$ cat src/rtl/controle_multiciclo_if.sv
// Control-unit <-> datapath/ALU signal bundle for the multicycle MIPS core.
interface controle_multiciclo_if;
    // Instruction fields and status flags into the controller
    logic [5:0] opcode;
    logic [5:0] funct;
    logic       mem_pronto;
    logic       zero;
    logic       branchAtivo;

    // ALU control, datapath strobes, mux selects and status out of the controller
    logic [3:0] S;
    logic       Enable;
    logic       branch;
    logic       PCWrite;
    logic       IRWrite;
    logic       MemRead;
    logic       MemWrite;
    logic       RegWrite;
    logic       RegDst;
    logic       MemtoReg;
    logic       ALUSrcA;
    logic [1:0] ALUSrcB;
    logic [1:0] PCSource;
    logic [3:0] estado;
    logic       erro;

    modport master (
        input  opcode, funct, mem_pronto, zero, branchAtivo,
        output S, Enable, branch, PCWrite, IRWrite, MemRead, MemWrite, RegWrite,
               RegDst, MemtoReg, ALUSrcA, ALUSrcB, PCSource, estado, erro
    );

    modport slave (
        output opcode, funct, mem_pronto, zero, branchAtivo,
        input  S, Enable, branch, PCWrite, IRWrite, MemRead, MemWrite, RegWrite,
               RegDst, MemtoReg, ALUSrcA, ALUSrcB, PCSource, estado, erro
    );
endinterface

$ cat src/rtl/controle_multiciclo.sv
// Multicycle MIPS control unit: fetch/decode/execute/memory/write-back sequencer
// driving ALU control and datapath strobes. Synchronous active-low reset.
module controle_multiciclo (
    input  logic                  clock,
    input  logic                  reset,
    controle_multiciclo_if.master bus
);
    localparam int unsigned ULA_W = 4;

    typedef enum logic [3:0] {
        BUSCA      = 4'd0,
        DECODIFICA = 4'd1,
        EXEC_R     = 4'd2,
        EXEC_I     = 4'd3,
        ENDERECO   = 4'd4,
        LE_MEM     = 4'd5,
        ESC_MEM    = 4'd6,
        ESC_REG    = 4'd7,
        DESVIO     = 4'd8,
        SALTO      = 4'd9,
        ERRO       = 4'd15
    } estado_t;

    estado_t            state_q;
    logic [ULA_W-1:0]   op_ula_q;
    logic               erro_q;
    logic               rdst_q;   // write-back targets rd (R-type)
    logic               mtor_q;   // load: memory data to register, and picks LE_MEM after ENDERECO

    estado_t            dec_state;
    logic [ULA_W-1:0]   dec_op;
    logic               dec_rdst;
    logic               dec_mtor;

    // The zero flag is informational only for this controller
    logic unused_zero;
    assign unused_zero = bus.zero;

    // Instruction decode from opcode/funct; only consumed in DECODIFICA
    always_comb begin
        dec_state = ERRO;
        dec_op    = '0;
        dec_rdst  = 1'b0;
        dec_mtor  = 1'b0;
        case (bus.opcode)
            6'b000000: begin
                dec_state = EXEC_R;
                dec_rdst  = 1'b1;
                case (bus.funct)
                    6'b100000: dec_op = 4'b0000;
                    6'b100010: dec_op = 4'b0001;
                    6'b011000: dec_op = 4'b0010;
                    6'b011010: dec_op = 4'b0011;
                    6'b100100: dec_op = 4'b0100;
                    6'b100101: dec_op = 4'b0101;
                    6'b100111: dec_op = 4'b0110;
                    6'b101010: dec_op = 4'b1010;
                    default:   dec_state = ERRO;
                endcase
            end
            6'b001000: dec_state = EXEC_I;
            6'b100011: begin
                dec_state = ENDERECO;
                dec_mtor  = 1'b1;
            end
            6'b101011: dec_state = ENDERECO;
            6'b000100: begin
                dec_state = DESVIO;
                dec_op    = 4'b0111;
            end
            6'b000111: begin
                dec_state = DESVIO;
                dec_op    = 4'b1000;
            end
            6'b000110: begin
                dec_state = DESVIO;
                dec_op    = 4'b1001;
            end
            6'b000010: dec_state = SALTO;
            default:   dec_state = ERRO;
        endcase
    end

    // State sequencing plus per-instruction context latched at decode
    always_ff @(posedge clock) begin
        if (!reset) begin
            state_q  <= BUSCA;
            op_ula_q <= '0;
            erro_q   <= 1'b0;
            rdst_q   <= 1'b0;
            mtor_q   <= 1'b0;
        end else begin
            case (state_q)
                BUSCA:      if (bus.mem_pronto) state_q <= DECODIFICA;
                DECODIFICA: begin
                    state_q  <= dec_state;
                    op_ula_q <= dec_op;
                    rdst_q   <= dec_rdst;
                    mtor_q   <= dec_mtor;
                    if (dec_state == ERRO) erro_q <= 1'b1;
                end
                EXEC_R,
                EXEC_I:     state_q <= ESC_REG;
                ENDERECO:   state_q <= mtor_q ? LE_MEM : ESC_MEM;
                LE_MEM:     if (bus.mem_pronto) state_q <= ESC_REG;
                ESC_MEM:    if (bus.mem_pronto) state_q <= BUSCA;
                ESC_REG,
                DESVIO,
                SALTO:      state_q <= BUSCA;
                ERRO:       state_q <= ERRO;
                default:    state_q <= BUSCA;
            endcase
        end
    end

    // Output decode from the current state; everything held at 0 while reset is low
    always_comb begin
        bus.S        = '0;
        bus.Enable   = 1'b0;
        bus.branch   = 1'b0;
        bus.PCWrite  = 1'b0;
        bus.IRWrite  = 1'b0;
        bus.MemRead  = 1'b0;
        bus.MemWrite = 1'b0;
        bus.RegWrite = 1'b0;
        bus.RegDst   = 1'b0;
        bus.MemtoReg = 1'b0;
        bus.ALUSrcA  = 1'b0;
        bus.ALUSrcB  = 2'b00;
        bus.PCSource = 2'b00;
        bus.estado   = '0;
        bus.erro     = 1'b0;
        if (reset) begin
            bus.estado = 4'(state_q);
            bus.erro   = erro_q;
            case (state_q)
                BUSCA: begin
                    bus.MemRead = 1'b1;
                    bus.Enable  = 1'b1;
                    bus.S       = 4'b1011;
                    bus.ALUSrcB = 2'b11;
                    bus.IRWrite = bus.mem_pronto;
                    bus.PCWrite = bus.mem_pronto;
                end
                EXEC_R: begin
                    bus.Enable  = 1'b1;
                    bus.S       = op_ula_q;
                    bus.ALUSrcA = 1'b1;
                end
                EXEC_I: begin
                    bus.Enable  = 1'b1;
                    bus.S       = op_ula_q;
                    bus.ALUSrcA = 1'b1;
                    bus.ALUSrcB = 2'b01;
                end
                ENDERECO: begin
                    bus.Enable  = 1'b1;
                    bus.ALUSrcA = 1'b1;
                    bus.ALUSrcB = 2'b01;
                end
                LE_MEM:  bus.MemRead  = 1'b1;
                ESC_MEM: bus.MemWrite = 1'b1;
                ESC_REG: begin
                    bus.RegWrite = 1'b1;
                    bus.RegDst   = rdst_q;
                    bus.MemtoReg = mtor_q;
                end
                DESVIO: begin
                    bus.Enable   = 1'b1;
                    bus.branch   = 1'b1;
                    bus.S        = op_ula_q;
                    bus.ALUSrcA  = 1'b1;
                    bus.PCSource = 2'b01;
                    bus.PCWrite  = bus.branchAtivo;
                end
                SALTO: begin
                    bus.PCWrite  = 1'b1;
                    bus.PCSource = 2'b10;
                end
                default: ;
            endcase
        end
    end
endmodule

$ cat src/flat_wrapper.sv
// flat-port wrapper written by rule: the top's interface ports become plain ports
module controle_multiciclo_flat 
  (clock, reset, bus_opcode, bus_funct, bus_mem_pronto, bus_zero, bus_branchAtivo, bus_S, bus_Enable, bus_branch, bus_PCWrite, bus_IRWrite, bus_MemRead, bus_MemWrite, bus_RegWrite, bus_RegDst, bus_MemtoReg, bus_ALUSrcA, bus_ALUSrcB, bus_PCSource, bus_estado, bus_erro);
  controle_multiciclo_if bus_i ();
  input  logic clock;
  input  logic reset;
  input wire logic [$bits(bus_i.opcode)-1:0] bus_opcode;
  input wire logic [$bits(bus_i.funct)-1:0] bus_funct;
  input wire logic [$bits(bus_i.mem_pronto)-1:0] bus_mem_pronto;
  input wire logic [$bits(bus_i.zero)-1:0] bus_zero;
  input wire logic [$bits(bus_i.branchAtivo)-1:0] bus_branchAtivo;
  output wire logic [$bits(bus_i.S)-1:0] bus_S;
  output wire logic [$bits(bus_i.Enable)-1:0] bus_Enable;
  output wire logic [$bits(bus_i.branch)-1:0] bus_branch;
  output wire logic [$bits(bus_i.PCWrite)-1:0] bus_PCWrite;
  output wire logic [$bits(bus_i.IRWrite)-1:0] bus_IRWrite;
  output wire logic [$bits(bus_i.MemRead)-1:0] bus_MemRead;
  output wire logic [$bits(bus_i.MemWrite)-1:0] bus_MemWrite;
  output wire logic [$bits(bus_i.RegWrite)-1:0] bus_RegWrite;
  output wire logic [$bits(bus_i.RegDst)-1:0] bus_RegDst;
  output wire logic [$bits(bus_i.MemtoReg)-1:0] bus_MemtoReg;
  output wire logic [$bits(bus_i.ALUSrcA)-1:0] bus_ALUSrcA;
  output wire logic [$bits(bus_i.ALUSrcB)-1:0] bus_ALUSrcB;
  output wire logic [$bits(bus_i.PCSource)-1:0] bus_PCSource;
  output wire logic [$bits(bus_i.estado)-1:0] bus_estado;
  output wire logic [$bits(bus_i.erro)-1:0] bus_erro;
  assign bus_i.opcode = bus_opcode;
  assign bus_i.funct = bus_funct;
  assign bus_i.mem_pronto = bus_mem_pronto;
  assign bus_i.zero = bus_zero;
  assign bus_i.branchAtivo = bus_branchAtivo;
  assign bus_S = bus_i.S;
  assign bus_Enable = bus_i.Enable;
  assign bus_branch = bus_i.branch;
  assign bus_PCWrite = bus_i.PCWrite;
  assign bus_IRWrite = bus_i.IRWrite;
  assign bus_MemRead = bus_i.MemRead;
  assign bus_MemWrite = bus_i.MemWrite;
  assign bus_RegWrite = bus_i.RegWrite;
  assign bus_RegDst = bus_i.RegDst;
  assign bus_MemtoReg = bus_i.MemtoReg;
  assign bus_ALUSrcA = bus_i.ALUSrcA;
  assign bus_ALUSrcB = bus_i.ALUSrcB;
  assign bus_PCSource = bus_i.PCSource;
  assign bus_estado = bus_i.estado;
  assign bus_erro = bus_i.erro;
  controle_multiciclo u_core (.clock(clock), .reset(reset), .bus(bus_i));
endmodule
$ cat config.mk
export PLATFORM = sky130hd
export DESIGN_NAME = controle_multiciclo_flat
export DESIGN_NICKNAME = d
export VERILOG_FILES = /design/src/rtl/controle_multiciclo_if.sv /design/src/rtl/controle_multiciclo.sv /design/src/flat_wrapper.sv
export SDC_FILE = /design/constraint.sdc
export NUM_CORES = 1
export LEC_CHECK = 0
export BUFFER_PORTS_ARGS = -buffer_cell sky130_fd_sc_hd__clkbuf_2
export CAP_MARGIN = 20
export CORE_ASPECT_RATIO = 0.9
export CORE_MARGIN = 4
export CORE_UTILIZATION = 51
export CTS_BUF_LIST = sky130_fd_sc_hd__clkbuf_4
export DETAILED_ROUTE_END_ITERATION = 7
export PLACE_DENSITY = 0.8
export RECOVER_POWER = 50
export SYNTH_ARGS = -nofsm -noshare
export SYNTH_HDL_FRONTEND = slang
export SYNTH_SLANG_ARGS = --single-unit
$ cat constraint.sdc
create_clock -name clock -period 1.8 [get_ports clock]
set_input_delay 0.18 -clock clock [delete_from_list [all_inputs] [get_ports clock]]
set_output_delay 0.18 -clock clock [all_outputs]
set_load 0.02 [all_outputs]
Yosys cells after proc, flatten, opt, wreduce, memory -nomap -nowiden
Index checks and enable logic that the tools add are counted.
Widths: inputs -> output; s select.
- eq/ne operators: 29
- multiplexer cells: 39
- reduce and logical (&&, ||, !) cells: 13
- operators by type and width (cell ; count):
    $pmux 4 s7 ; 2
    $eq 6x6->1 const B ; 8
    $mux 4 ; 6
    $mux 1 ; 22
    $pmux 4 s5 ; 1
    $eq 6x3->1 const B ; 3
    $eq 4x3->1 const B ; 4
    $eq 4x4->1 const B ; 4
    $pmux 4 s4 ; 1
    $eq 6x5->1 const B ; 2
    $eq 4x2->1 const B ; 2
    $pmux 2 s2 ; 2
    $pmux 4 s2 ; 1
    $reduce_or 2->1 ; 4
    $reduce_or 8->1 ; 1
    $eq 6x2->1 const B ; 1
    $eq 6x4->1 const B ; 1
    $logic_not 6->1 ; 1
    $mux 2 ; 3
    $ne 2x2->1 const B ; 3
    $reduce_or 3->1 ; 2
    $reduce_or 5->1 ; 1
    $eq 4x1->1 const B ; 1
    $logic_not 4->1 ; 1
    4 further kinds ; 4
- register bits: 11
- bits of input ports: 17
- word-level logic and storage cells: 86

Longest topological paths before layout
- depth in word-level cells: 6
- gate-level depth with buffers: 6

Least setup slack after synthesis
No wires, ideal clock.
- path kind: register to output
- start: reg u_core.state_q[3]
- end: out bus_PCSource[0]
- arrival time: 1.587 ns
- data required time: 1.620 ns
- setup slack: 0.033 ns
- cell stages (with the launch flop): 5
- path through: dfxtp_1 -> inv_1 -> or2_1 -> nor3_1 -> buf_4
- longest elaborated chain between the ends: 3
- ends and longest elaborated chain (item ; line ; source):
    start: declaration ; controle_multiciclo.sv:24 ; estado_t state_q;
    start signal: assignment ; controle_multiciclo.sv:96 ; state_q <= dec_state;
    start signal: assignment ; controle_multiciclo.sv:104 ; ENDERECO: state_q <= mtor_q ? LE_MEM : ESC_MEM;
    $eq 4x4->1 ; controle_multiciclo.sv:136 ; case (state_q)
    $pmux 2 s2 * ; controle_multiciclo.sv:136 ;
    $mux 2 * ; controle_multiciclo.sv:133 ; if (reset) begin
    end: declaration ; flat_wrapper.sv:24 ; output wire logic [$bits(bus_i.PCSource)-1:0] bus_PCSource;
Mark *: on every way between the ends. The rest lies on a longest branch, timed or not.

Final worst setup path
- start: reg u_core.state_q[2]
- end: out bus_PCWrite
- longest elaborated chain between the ends: 3
- ends and longest elaborated chain (item ; line ; source):
    $eq 4x4->1 / $logic_not 4->1 (equally long branches) ; controle_multiciclo.sv:136 ;
    $pmux 1 s3 * ; controle_multiciclo.sv:136 ;
    $mux 1 * ; controle_multiciclo.sv:133 ;
    end: declaration ; flat_wrapper.sv:15 ; output wire logic [$bits(bus_i.PCWrite)-1:0] bus_PCWrite;
Marks and branches as above.

==> results.sh <==
export IMPL_pwr_share_clk_pct=10.6
export IMPL_place_inst=219
export IMPL_regToRegEndpoint="u_core.mtor_q"
export IMPL_final_common_cell="clkbuf_2"
export IMPL_comb_power_share_pct=64.7
export IMPL_hold_path_end="u_core.state_q[1]"
export IMPL_async_flop_share_pct=0
export IMPL_synthFlopType="dfxtp_1"
export IMPL_fmaxAchievable_mhz=580
export IMPL_maxSlewViolCount=0
export IMPL_ys_types=50
export IMPL_power_density_mw_per_mm2=1290
export IMPL_worst_r2r_startpoint="u_core.state_q[3]"
export IMPL_synth_edff_count=0
export IMPL_grt_pass1_vias=1189
export IMPL_dpl_hpwl_um=2360
export IMPL_cp_required_ns=1.62
export IMPL_synthXorXnorAreaFrac_pct=2.34
export IMPL_io_buffers=38
export IMPL_cts_buffers=3
export IMPL_path_class="reg -> out"
export IMPL_worst_slew_pin_slew_ns=0.496
export IMPL_nets=216
export IMPL_holdPathStages=3
export IMPL_status="finished clean"
export IMPL_min_delay_start="bus_mem_pronto"
export IMPL_synth_top_family_by_area="simple AND/OR/NAND/NOR gates"
export IMPL_place_congestion=0.850
export IMPL_cts_root_buffer="clkbuf_4"
export IMPL_cts_tree="done"
export IMPL_num_vias=1289
export IMPL_synth_compound_area_share_pct=28.2
export IMPL_arrival_ns=1.55
export IMPL_htree_num_levels=1
export IMPL_layout_common_cells="clkbuf_2 (38), nand2_1 (18), nor2_1 (16), a21oi_1 (12), buf_4 (9)"
export IMPL_clk_latency_ns=0.27
export IMPL_grt_ovfl_total=0
export IMPL_synthMuxAreaShare_pct=1.78
export IMPL_synthAdderAreaFrac_pct=0.891
export IMPL_syn_inst=159
export IMPL_final_cell_count_no_fill=223
export IMPL_track_usage_pct=20.6
export IMPL_antenna_found_initial=0
export IMPL_wirelength_um=3030
export IMPL_routed_via_density=5.78
export IMPL_switching_share_pct=49.1
export IMPL_synth_seq_cells=11
export IMPL_synthesis_area_mm2=0.00112
export IMPL_areaGrowthSynthToFinish_pct=23.3
export IMPL_cap_violations=0
export IMPL_peakVddDrop_mv=0.967
export IMPL_grt_pass1_wl_um=4940
export IMPL_ant_nets=0
export IMPL_core_mm2=0.00201
export IMPL_pin_count=40
export IMPL_reg2reg_depth=5
export IMPL_slew_headroom_pct=66.8
export IMPL_hold_path_class="in -> reg"
export IMPL_post_drt_wl_per_cell_um=13.6
export IMPL_clockBufferDepth=2
export IMPL_final_setup_skew_ns=0.00114
export IMPL_remaining_drc_errors=0
export IMPL_clk_pin_slew_ns=0.07
export IMPL_p_int_uw=906
export IMPL_cp_max_fo=8
export IMPL_ys_warn_count=0
export IMPL_n_antenna_cell=0
export IMPL_syn_area_per_cell_um2=7.07
export IMPL_crit_path_start_kind="flip-flop"
export IMPL_end_kind="output pin"
export IMPL_rrSetupSlack_ns=0.21
export IMPL_die_w_um=57.5
export IMPL_synthSimpleGateAreaFrac_pct=39.1
export IMPL_initial_core_util_pct=56.0
export IMPL_synth_seq_area_share_pct=19.6
export IMPL_fin_util_pct=69.0
export IMPL_min_period_ns=1.73
export IMPL_timing_final_crit_share_pct=95.8
export IMPL_die_area_mm2=0.00302
export IMPL_p_leak_uw=0.000642
export IMPL_grt_max_degree=17
export IMPL_pwr_share_seq_pct=24.8
export IMPL_cts_sinks=11
export IMPL_die_h_um=52.5
export IMPL_synth_fp_nets=176
export IMPL_drive_above_1_share_pct=34.3
export IMPL_num_rows=15
export IMPL_drtIter0Drc=44
export IMPL_finalHoldViolations=0
export IMPL_setup_viol=0
export IMPL_drtPass1Iterations=4
export IMPL_net_switching_power_uw=875
## metal layers
| layer | vias to the layer above | wire [µm] | global-route usage (%) |
|---|---|---|---|
| met5 | - | 0 | 0 |
| met3 | 2 | 186 | 4.19 |
| met1 | 590 | 1310 | 24.4 |
| met4 | 0 | 12 | 5.02 |
| met2 | 45 | 1520 | 37.6 |
| li1 | 652 | - | - |
## layout make-up
class                           instances  area [µm²]
Clock buffer                            4        30.0
Fill cell                             168         623
Inverter                                6        22.5
Multi-Input combinational cell        130         816
Sequential cell                        11         228
Tap cell                               25        31.3
Timing Repair Buffer                   47         258
## what timing repair did
item                                    CTS  global route
gates resized for setup                   2             6
setup buffers                             0             0
endpoints found under the setup margin    3             6
hold buffers                              0             0
## power groups by stage
stage	sequential (µW)	clock (µW)	combinational, µW
global placement	424	0	1120
CTS	428	193	1150
global route	452	209	1270
floorplan	370	0	852
finish	441	188	1150
detailed placement	430	0	1150
## worst max path at each step
stage	to	depth (start not counted)	from
2_1_floorplan	bus_PCSource[0]	4	u_core.state_q[3]
3_3_place_gp	bus_PCWrite	5	u_core.state_q[3]
3_5_place_dp	bus_PCWrite	5	u_core.state_q[2]
4_1_cts	bus_PCWrite	5	u_core.state_q[0]
5_1_grt	bus_PCWrite	5	u_core.state_q[3]
6_report	bus_PCWrite	5	u_core.state_q[2]
## worst max-delay path, cell delays in order, from the launching register on
cell and delay, ns:
dfxtp_4 0.38, nand2b_2 0.22, or2_4 0.25, nor3_1 0.15
or2_1 0.12, clkbuf_2 0.16
## synth_stat cells (all sizes together), types with 5 or more instances
cell type	number	area [µm²]
nand2	19	73.8
nor2	16	60.1
a21oi	12	60.1
dfxtp	11	220
nor3	9	72.6
and2	8	51.3
buf	8	53.8
o21ai	8	40.0
inv	6	22.5
nor2b	5	31.3
## sequential cells by signal, summed over array words and instances, names as in the netlist
name             flops
u_core.op_ula_q      4
u_core.state_q       4
u_core.erro_q        1
u_core.mtor_q        1
u_core.rdst_q        1
## stage by stage
stage	hold WS, ns	setup TNS, ns	instance area (µm²)	power [µW]	setup WS, ns
floorplan	0.337	0	1120	1220	0.0330
detailed placement	0.500	0	1340	1580	0.266
finish	0.289	0	1390	1780	0.0748
global route	0.332	-0.00305	1390	1930	-0.00305
global placement	0.485	0	1340	1540	0.297
CTS	0.279	0	1380	1770	0.0260
## kinds of logic (layout without fill, tap and decap cells)
kind of cell               Yosys count  in the layout
buffers and inverters               18             57
xor gates and xnor gates             3              3
adders and majority gates            1              1
AOI/OAI and AO/OA                   45             45
muxes                                2              2
DFF                                 11             11
and+or+nand+nor                     79             79
No activity file was read; power rests on OpenSTA's default activity.
